## config.mk

```make
export PLATFORM = sky130hd
export DESIGN_NAME = hex_scroller
export DESIGN_NICKNAME = d
export VERILOG_FILES = /design/src/rtl/hex_scroller.sv
export SDC_FILE = /design/constraint.sdc
export NUM_CORES = 1
export LEC_CHECK = 0
export BUFFER_PORTS_ARGS = -buffer_cell sky130_fd_sc_hd__buf_4
export CAP_MARGIN = 20
export CORE_MARGIN = 1.5
export CORE_UTILIZATION = 50
export DETAILED_ROUTE_END_ITERATION = 8
export PLACE_DENSITY_LB_ADDON = 0.25
export SLEW_MARGIN = 20
export SYNTH_ARGS = -nofsm -noshare
export SYNTH_HDL_FRONTEND = slang
export SYNTH_SLANG_ARGS = --single-unit
```

## constraint.sdc

```tcl
create_clock -name Clock -period 6.4 [get_ports Clock]
set_clock_uncertainty 0.2 [all_clocks]
set_input_delay 0.32 -clock Clock [delete_from_list [all_inputs] [get_ports Clock]]
set_output_delay 0.32 -clock Clock [all_outputs]
set_load 0.03 [all_outputs]
```

## src/rtl/hex_scroller.sv

```systemverilog
// Scrolling six-digit seven-segment stage: a 4-deep character FIFO feeds
// a digit shift chain, one character per scroll tick, right-to-left.
module hex_scroller #(
   parameter int unsigned TICK_DIV = 4
) (
   input  logic       Clock,
   input  logic       Resetn,
   input  logic       clear,
   input  logic [7:0] char_in,
   input  logic       char_valid,
   output logic       char_ready,
   output logic [6:0] HEX0,
   output logic [6:0] HEX1,
   output logic [6:0] HEX2,
   output logic [6:0] HEX3,
   output logic [6:0] HEX4,
   output logic [6:0] HEX5,
   output logic [2:0] level
);

   localparam logic [15:0] TICK_LAST = 16'(TICK_DIV - 1);
   localparam logic [6:0]  BLANK     = 7'b1111111;

   logic [7:0]  fifo_mem [4];
   logic [1:0]  rd_ptr;
   logic [1:0]  wr_ptr;
   logic [2:0]  count;
   logic [15:0] tick_cnt;
   logic [6:0]  digit [6];
   logic        tick;
   logic        full;
   logic        empty;
   logic        push;
   logic        pop;

   function automatic logic [6:0] decode_char(input logic [7:0] c);
      logic [6:0] seg;
      case (c)
         8'd65:   seg = 7'b0001000;
         8'd98:   seg = 7'b0000011;
         8'd67:   seg = 7'b1000110;
         8'd100:  seg = 7'b0100001;
         8'd69:   seg = 7'b0000110;
         8'd70:   seg = 7'b0001110;
         8'd103:  seg = 7'b0010000;
         8'd104:  seg = 7'b0001011;
         8'd48:   seg = 7'b1000000;
         8'd49:   seg = 7'b1111001;
         8'd50:   seg = 7'b0100100;
         8'd51:   seg = 7'b0110000;
         8'd52:   seg = 7'b0011001;
         8'd53:   seg = 7'b0010010;
         8'd54:   seg = 7'b0000010;
         8'd55:   seg = 7'b1111000;
         8'd56:   seg = 7'b0000000;
         8'd57:   seg = 7'b0010000;
         default: seg = BLANK;
      endcase
      return seg;
   endfunction

   // clear blocks acceptance so a character offered during clear is not dropped
   assign full       = (count == 3'd4);
   assign empty      = (count == 3'd0);
   assign char_ready = !full && !clear;
   assign tick       = (tick_cnt == TICK_LAST);
   assign push       = char_valid && char_ready;
   assign pop        = tick && !empty && !clear;

   always_ff @(posedge Clock or negedge Resetn) begin
      if (!Resetn) begin
         tick_cnt <= 16'd0;
      end else if (clear || tick) begin
         tick_cnt <= 16'd0;
      end else begin
         tick_cnt <= tick_cnt + 16'd1;
      end
   end

   always_ff @(posedge Clock) begin
      if (push) begin
         fifo_mem[wr_ptr] <= char_in;
      end
   end

   always_ff @(posedge Clock or negedge Resetn) begin
      if (!Resetn) begin
         rd_ptr <= 2'd0;
         wr_ptr <= 2'd0;
         count  <= 3'd0;
      end else if (clear) begin
         rd_ptr <= 2'd0;
         wr_ptr <= 2'd0;
         count  <= 3'd0;
      end else begin
         if (push) begin
            wr_ptr <= wr_ptr + 2'd1;
         end
         if (pop) begin
            rd_ptr <= rd_ptr + 2'd1;
         end
         if (push && !pop) begin
            count <= count + 3'd1;
         end else if (pop && !push) begin
            count <= count - 3'd1;
         end
      end
   end

   // digit[0] is the rightmost position; new characters enter there
   always_ff @(posedge Clock or negedge Resetn) begin
      if (!Resetn) begin
         for (int i = 0; i < 6; i++) begin
            digit[i] <= BLANK;
         end
      end else if (clear) begin
         for (int i = 0; i < 6; i++) begin
            digit[i] <= BLANK;
         end
      end else if (pop) begin
         for (int i = 5; i > 0; i--) begin
            digit[i] <= digit[i-1];
         end
         digit[0] <= decode_char(fifo_mem[rd_ptr]);
      end
   end

   assign HEX0  = digit[0];
   assign HEX1  = digit[1];
   assign HEX2  = digit[2];
   assign HEX3  = digit[3];
   assign HEX4  = digit[4];
   assign HEX5  = digit[5];
   assign level = count;

endmodule

```

==> load_flow_metrics.sql, run 1 <==
INSERT INTO impl_metrics (metric_group, metric, value, unit) VALUES
('grt', 'grt_overflow', '0', ''),
('final_layout', 'post_route_cells_drive_above_1_share', '0.275', ''),
('power', 'power_switching', '0.318', 'mW'),
('grt', 'gr-usage-met2', '0.316', ''),
('floorplanning', 'core_region_area', '8760', 'um^2'),
('floorplanning', 'die_w', '98.2', 'um'),
('min_path', 'hold_end', 'wr_ptr[0]$_DFFE_PN0P_', ''),
('timing', 'worst_pin_slew', '1.03', 'ns'),
('synthesis', 'synth_warnings', '0', ''),
('final_layout', 'fin_cells', '580', ''),
('setup_path', 'start_kind', 'register', ''),
('setup_path', 'timing.critical_path.buf_inv', '0', ''),
('setup_path', 'critical-path-top-delay-family', 'simple AND/OR/NAND/NOR gates', ''),
('power', 'clk_pwr_share', '0.350', ''),
('timing', 'report.final.slew_viol_count', '0', ''),
('timing', 'setup_tns', '0', 'ns'),
('floorplanning', 'io_pins', '58', ''),
('timing', 'finalSetupViolCount', '0', ''),
('grt', 'initial_antenna_violation_count', '0', ''),
('setup_path', 'timing.critical_path.cells', 'ha_1 -> nor4b_1 -> nand4_1 -> nor2_4 -> nor2_1 -> fa_1 -> mux4_2 -> a32o_1', ''),
('synthesis', 'ys_seq_area_frac', '0.582', ''),
('place', 'placement.setup.worst_slack', '2.56', 'ns'),
('synthesis', 'post_synth_top_area_share', '0.243', ''),
('place', 'place.port_buffers', '57', ''),
('synthesis', 'synth-main-ff-cell', 'dfstp_2', ''),
('clocking', 'cts.repair_timing.setup_buffer_count', '0', ''),
('detailed_routing', 'drt_drc_violations_left', '0', ''),
('synthesis', 'post-synth-top-area-cell', 'dfstp_2', ''),
('final_layout', 'layout.nets', '485', ''),
('grt', 'grt_pass1_vias', '3198', ''),
('grt', 'global_route.usage.total', '0.199', ''),
('detailed_routing', 'first_drt_pass_iteration_count', '4', ''),
('grt', 'met1_usage', '0.274', ''),
('detailed_routing', 'detail_route.wirelength', '9140', 'um'),
('final_layout', 'layout.core_utilization', '0.608', ''),
('final_layout', 'mostFrequentLayoutCell', 'nand2_1', ''),
('power', 'pwr-share-seq', '0.536', ''),
('detailed_routing', 'ant_nets', '0', ''),
('setup_path', 'rr_worst_depth', '8', ''),
('clocking', 'cts_resized', '0', ''),
('setup_path', 'critical_path_class', 'register to register', ''),
('run_status', 'status', 'finished, final reports clean', ''),
('final_layout', 'most_used_cells_in_the_layout_excluding_fill_and_tap_cells', 'nand2_1, buf_4, dfstp_2', ''),
('clocking', 'clk_transition_reported_paths', '0.09', 'ns'),
('synthesis', 'postSynthCellCount', '412', ''),
('timing', 'rsz0062_at_grt', 'false', ''),
('place', 'dp_area', '5010', 'um^2'),
('power', 'cell_internal_pwr', '0.952', 'mW'),
('timing', 'fmax', '0.262', 'GHz'),
('detailed_routing', 'initialDrtViolationCount', '206', ''),
('clocking', 'numClockSinks', '97', ''),
('power', 'vdd_ir_drop_max', '0.122', 'mV'),
('setup_path', 'worst_r2r_startpoint', 'tick_cnt[0]$_DFF_PN0_', ''),
('timing', 'slew_headroom', '0.312', ''),
('min_path', 'worst_hold_path_type', 'primary input to register', ''),
('timing', 'fin_crit', '3.82', 'ns'),
('floorplanning', 'die-area', '9650', 'um^2'),
('power', 'power_density', '238', 'nW/um^2'),
('grt', 'grt_pass1_wl', '15300', 'um'),
('detailed_routing', 'routed_wire_length_per_instance', '15.8', 'um'),
('synthesis', 'synthesis.area_per_instance', '11.0', 'um^2'),
('synthesis', 'top_post_synthesis_cells_by_area', 'dfstp_2, edfxtp_1, dfrtp_1, nand2_1, nand3_1', ''),
('setup_path', 'r2r_setup_slack', '2.58', 'ns'),
('setup_path', 'timing.critical_path.slowest_cell_delay', '0.94', 'ns'),
('final_layout', 'final_area', '5330', 'um^2'),
('min_path', 'holdCritStartpoint', 'char_valid', ''),
('run', 'maxCapViolations', '0', ''),
('synthesis', 'synth.cell_area', '4540', 'um^2'),
('floorplanning', 'fp-row-count', '34', ''),
('clocking', 'htreeDepth', '3', ''),
('min_path', 'min_delay_path_depth', '3', '');
[Yosys cell counts, drive strengths merged, types with 7 or more instances]
library cell,number
nand2,85
xor2,13
nor2,32
clkbuf,15
xnor2,8
mux4,9
and3,11
edfxtp,32
nand3b,11
nor3,13
inv,9
buf,7
a21oi,7
dfrtp,23
o21ai,7
dfstp,42
nand3,37
[state kept, by name, summed over array words and instances, names as in the netlist]
register and flops:
tick_cnt 16, HEX1 7, wr_ptr 2, level 3
HEX0 7, fifo_mem 32, HEX3 7, HEX2 7
HEX4 7, rd_ptr 2, HEX5 7
[per-layer routing]
metal,up-vias,wire length (um)
met4,0,180
met2,79,4440
met3,16,393
li1,1554,-
met1,1653,4130
met5,-,0
[power groups by stage]
stage / combinational, mW / clock [mW] / sequential [mW]
after floorplan: 0.0775 / 0 / 0.707
after global placement: 0.137 / 0 / 0.692
after detailed placement: 0.141 / 0 / 0.693
after CTS: 0.146 / 0.455 / 0.682
after global routing: 0.160 / 0.478 / 0.684
final: 0.145 / 0.444 / 0.681
[cell families after synthesis]
family	share of synthesized area
buf+inv	0.0298
flops	0.582
simple gates	0.215
fa+ha+maj	0.0182
mux	0.0486
xor+xnor	0.0406
compound gates	0.0654
[worst min-delay path, delay by kind of cell]
| family | cells | cell delay, ns |
|---|---|---|
| AO/OA/AOI/OAI | 1 | 0.08 |
| AND/OR/NAND/NOR | 1 | 0.10 |
| buffers and inverters | 1 | 0.14 |
[cell type report]
cell class                      count  area (um^2)
Tap cell                          108          135
Sequential cell                    97         2640
Fill cell                         708         3430
Clock buffer                       12          178
Inverter                           10         37.5
Clock inverter                      4         53.8
Timing Repair Buffer               66          518
Multi-Input combinational cell    283         1770
[worst max-delay path by stage]
stage / start / endpoint / slack, ns / depth (start not counted)
final: tick_cnt[0]$_DFF_PN0_ / level[2]$_DFFE_PN0P_ / 2.58 / 8
after global routing: tick_cnt[0]$_DFF_PN0_ / level[2]$_DFFE_PN0P_ / 2.23 / 8
after CTS: tick_cnt[0]$_DFF_PN0_ / level[2]$_DFFE_PN0P_ / 2.54 / 8
after detailed placement: tick_cnt[0]$_DFF_PN0_ / level[2]$_DFFE_PN0P_ / 2.56 / 8
after global placement: tick_cnt[0]$_DFF_PN0_ / level[2]$_DFFE_PN0P_ / 2.68 / 8
after floorplan: level[0]$_DFFE_PN0P_ / level[2]$_DFFE_PN0P_ / 3.37 / 7
No activity file was read; power rests on OpenSTA's default activity.
==> run 2: changes to the inputs <==
Clock period 6.4 ns to 4 ns, I/O delays scaled along.
==> load_flow_metrics.sql, run 2 (same netlist as run 1, synthesis figures left out) <==
INSERT INTO impl_metrics (metric_group, metric, value, unit) VALUES
('grt', 'grt_pass1_vias', '3170', ''),
('grt', 'global_route.usage.total', '0.209', ''),
('place', 'place_congestion', '0.851', ''),
('final_layout', 'most_used_cells_in_the_layout_excluding_fill_and_tap_cells', 'nand2_1, buf_4, dfstp_2', ''),
('grt', 'grt_start_max_net_pins', '66', ''),
('clocking', 'cts-buffers-inserted', '9', ''),
('clocking', 'clk_transition_reported_paths', '0.10', 'ns'),
('grt', 'initial_antenna_violation_count', '0', ''),
('final_layout', 'biggestRegsByFlops', 'fifo_mem x32, tick_cnt x16', ''),
('detailed_routing', 'number_of_vias_after_detailed_routing', '3232', ''),
('final_layout', 'largest_reg_flops', '32', ''),
('final_layout', 'max_flop_register', 'fifo_mem', ''),
('final_layout', 'syn2layout_area_growth', '17.3', '%'),
('clocking', 'ctsLongestPathBuffers', '2', ''),
('clocking', 'ctsRootBufferMaster', 'clkbuf_8', ''),
('clocking', 'tritoncts', 'done', ''),
('grt', 'grt_pass1_wl', '16100', 'um'),
('grt', 'met1_usage', '0.307', ''),
('power', 'vdd_ir_drop_max', '0.205', 'mV'),
('timing', 'report.final.slew_viol_count', '0', ''),
('grt', 'top_usage_layer', 'met2', ''),
('setup_path', 'start_kind', 'register', ''),
('timing', 'finalHoldWorstSlack', '0.267', 'ns'),
('power', 'power_density', '366', 'nW/um^2'),
('timing', 'finalSetupViolCount', '0', ''),
('setup_path', 'critPathMaxFanout', '17', ''),
('floorplanning', 'core_region_area', '8760', 'um^2'),
('timing', 'setup_tns', '0', 'ns'),
('run', 'maxCapViolations', '0', ''),
('grt', 'grt_use_met3', '0.0379', ''),
('floorplanning', 'die_height', '98.2', 'um'),
('setup_path', 'timing.critical_path.required', '4.10', 'ns'),
('place', 'dp_hpwl', '6290', 'um'),
('grt', 'gr-usage-met2', '0.319', ''),
('min_path', 'worst_hold_path_type', 'primary input to async pin', ''),
('timing', 'worst_pin_slew', '0.805', 'ns'),
('timing', 'fin_crit', '2.99', 'ns'),
('place', 'dp_area', '5020', 'um^2'),
('power', 'cellLeakagePower', '2.21', 'nW'),
('timing', 'layout_setup_ws', '1.01', 'ns'),
('timing', 'finalHoldViolCount', '0', ''),
('grt', 'grt_overflow', '0', ''),
('floorplanning', 'die-area', '9650', 'um^2'),
('floorplanning', 'fp-row-count', '34', ''),
('run_status', 'status', 'finished, final reports clean', ''),
('floorplanning', 'die_w', '98.2', 'um'),
('setup_path', 'r2r_setup_slack', '1.01', 'ns'),
('detailed_routing', 'routed_wire_length_per_instance', '16.3', 'um'),
('detailed_routing', 'ant_nets', '0', ''),
('detailed_routing', 'drt_drc_violations_left', '0', ''),
('final_layout', 'post_route_cells_drive_above_1_share', '0.279', ''),
('timing', 'fmax', '0.335', 'GHz'),
('timing', 'rsz0062_at_grt', 'false', ''),
('final_layout', 'antenna_cells_inserted', '0', ''),
('final_layout', 'final_area', '5320', 'um^2'),
('final_layout', 'mostFrequentLayoutCell', 'nand2_1', ''),
('setup_path', 'critical_path_class', 'register to register', ''),
('detailed_routing', 'detail_route.wirelength', '9530', 'um'),
('final_layout', 'layout.nets', '489', ''),
('clocking', 'htreeDepth', '3', ''),
('timing', 'slew_headroom', '0.463', ''),
('detailed_routing', 'initialDrtViolationCount', '252', ''),
('clocking', 'clkLatencyLatePin', '0.37', 'ns'),
('final_layout', 'nFillCells', '746', ''),
('setup_path', 'critical_path.endpoint_type', 'register', ''),
('clocking', 'numClockSinks', '97', ''),
('timing', 'layout_worst_path_cycle_share', '0.746', ''),
('place', 'place.port_buffers', '57', ''),
('detailed_routing', 'first_drt_pass_iteration_count', '4', ''),
('place', 'placement.setup.worst_slack', '1.02', 'ns'),
('floorplanning', 'io_pins', '58', ''),
('floorplanning', 'initial_utilization', '0.518', ''),
('setup_path', 'worst_ep_arrival_time', '3.08', 'ns'),
('detailed_routing', 'via_per_inst', '5.53', '');
run 2: routing by layer:
metal / vias up / routed length, um
li1: 1554 / -
met2: 68 / 4430
met5: - / 0
met1: 1601 / 4590
met4: 0 / 121
met3: 9 / 388
run 2: per-stage QoR:
stage	power, mW	instances	utilization
3_3_place_gp	1.33	557	0.573
3_5_place_dp	1.34	557	0.573
4_1_cts	1.96	584	0.607
2_1_floorplan	1.25	412	-
6_report	1.94	584	0.607
5_1_grt	2.03	584	0.607
run 2: path summary, 6_finish.rpt:
kind / startpoint / endpoint / cells after the start
max: rd_ptr[0]$_DFFE_PN0P_ / HEX0[6]$_DFFE_PN1P_ / 5
min: Resetn / rd_ptr[0]$_DFFE_PN0P_ / 2
max reg2reg: rd_ptr[0]$_DFFE_PN0P_ / HEX0[6]$_DFFE_PN1P_ / 5
min reg2reg: HEX5[0]$_DFFE_PN1P_ / HEX5[0]$_DFFE_PN1P_ / 2
max in group asynchronous: Resetn / tick_cnt[6]$_DFF_PN0_ / 2
min in group Clock: HEX5[0]$_DFFE_PN1P_ / HEX5[0]$_DFFE_PN1P_ / 2
run 2: report_power, final:
part | internal, mW | switching [mW]
Clock | 0.241 | 0.378
Sequential | 1.07 | 0.0230
Combinational | 0.0873 | 0.148
run 2: critical path, cell delays in order (launching register included):
cell and delay [ns]:
dfrtp_1 0.71, mux4_1 0.94, nor2b_1 0.29, a311oi_2 0.39
o211ai_2 0.21, a31oi_1 0.18
run 2: area by class of cell:
cell class                 count  area [um^2]  share of cell area
multi-input combinational    283         1770               0.332
sequential                    97         2640               0.496
clock inverter                 7         61.3              0.0115
timing repair buffer          70          553               0.104
tap                          108          135              0.0254
inverter                      10         37.5             0.00706
clock buffer                   9          124              0.0233
run 2: repair_timing:
item	in CTS	in global routing
gates resized for setup	0	0
hold endpoints to repair	59	0
setup buffers	0	0
hold buffers	11	0
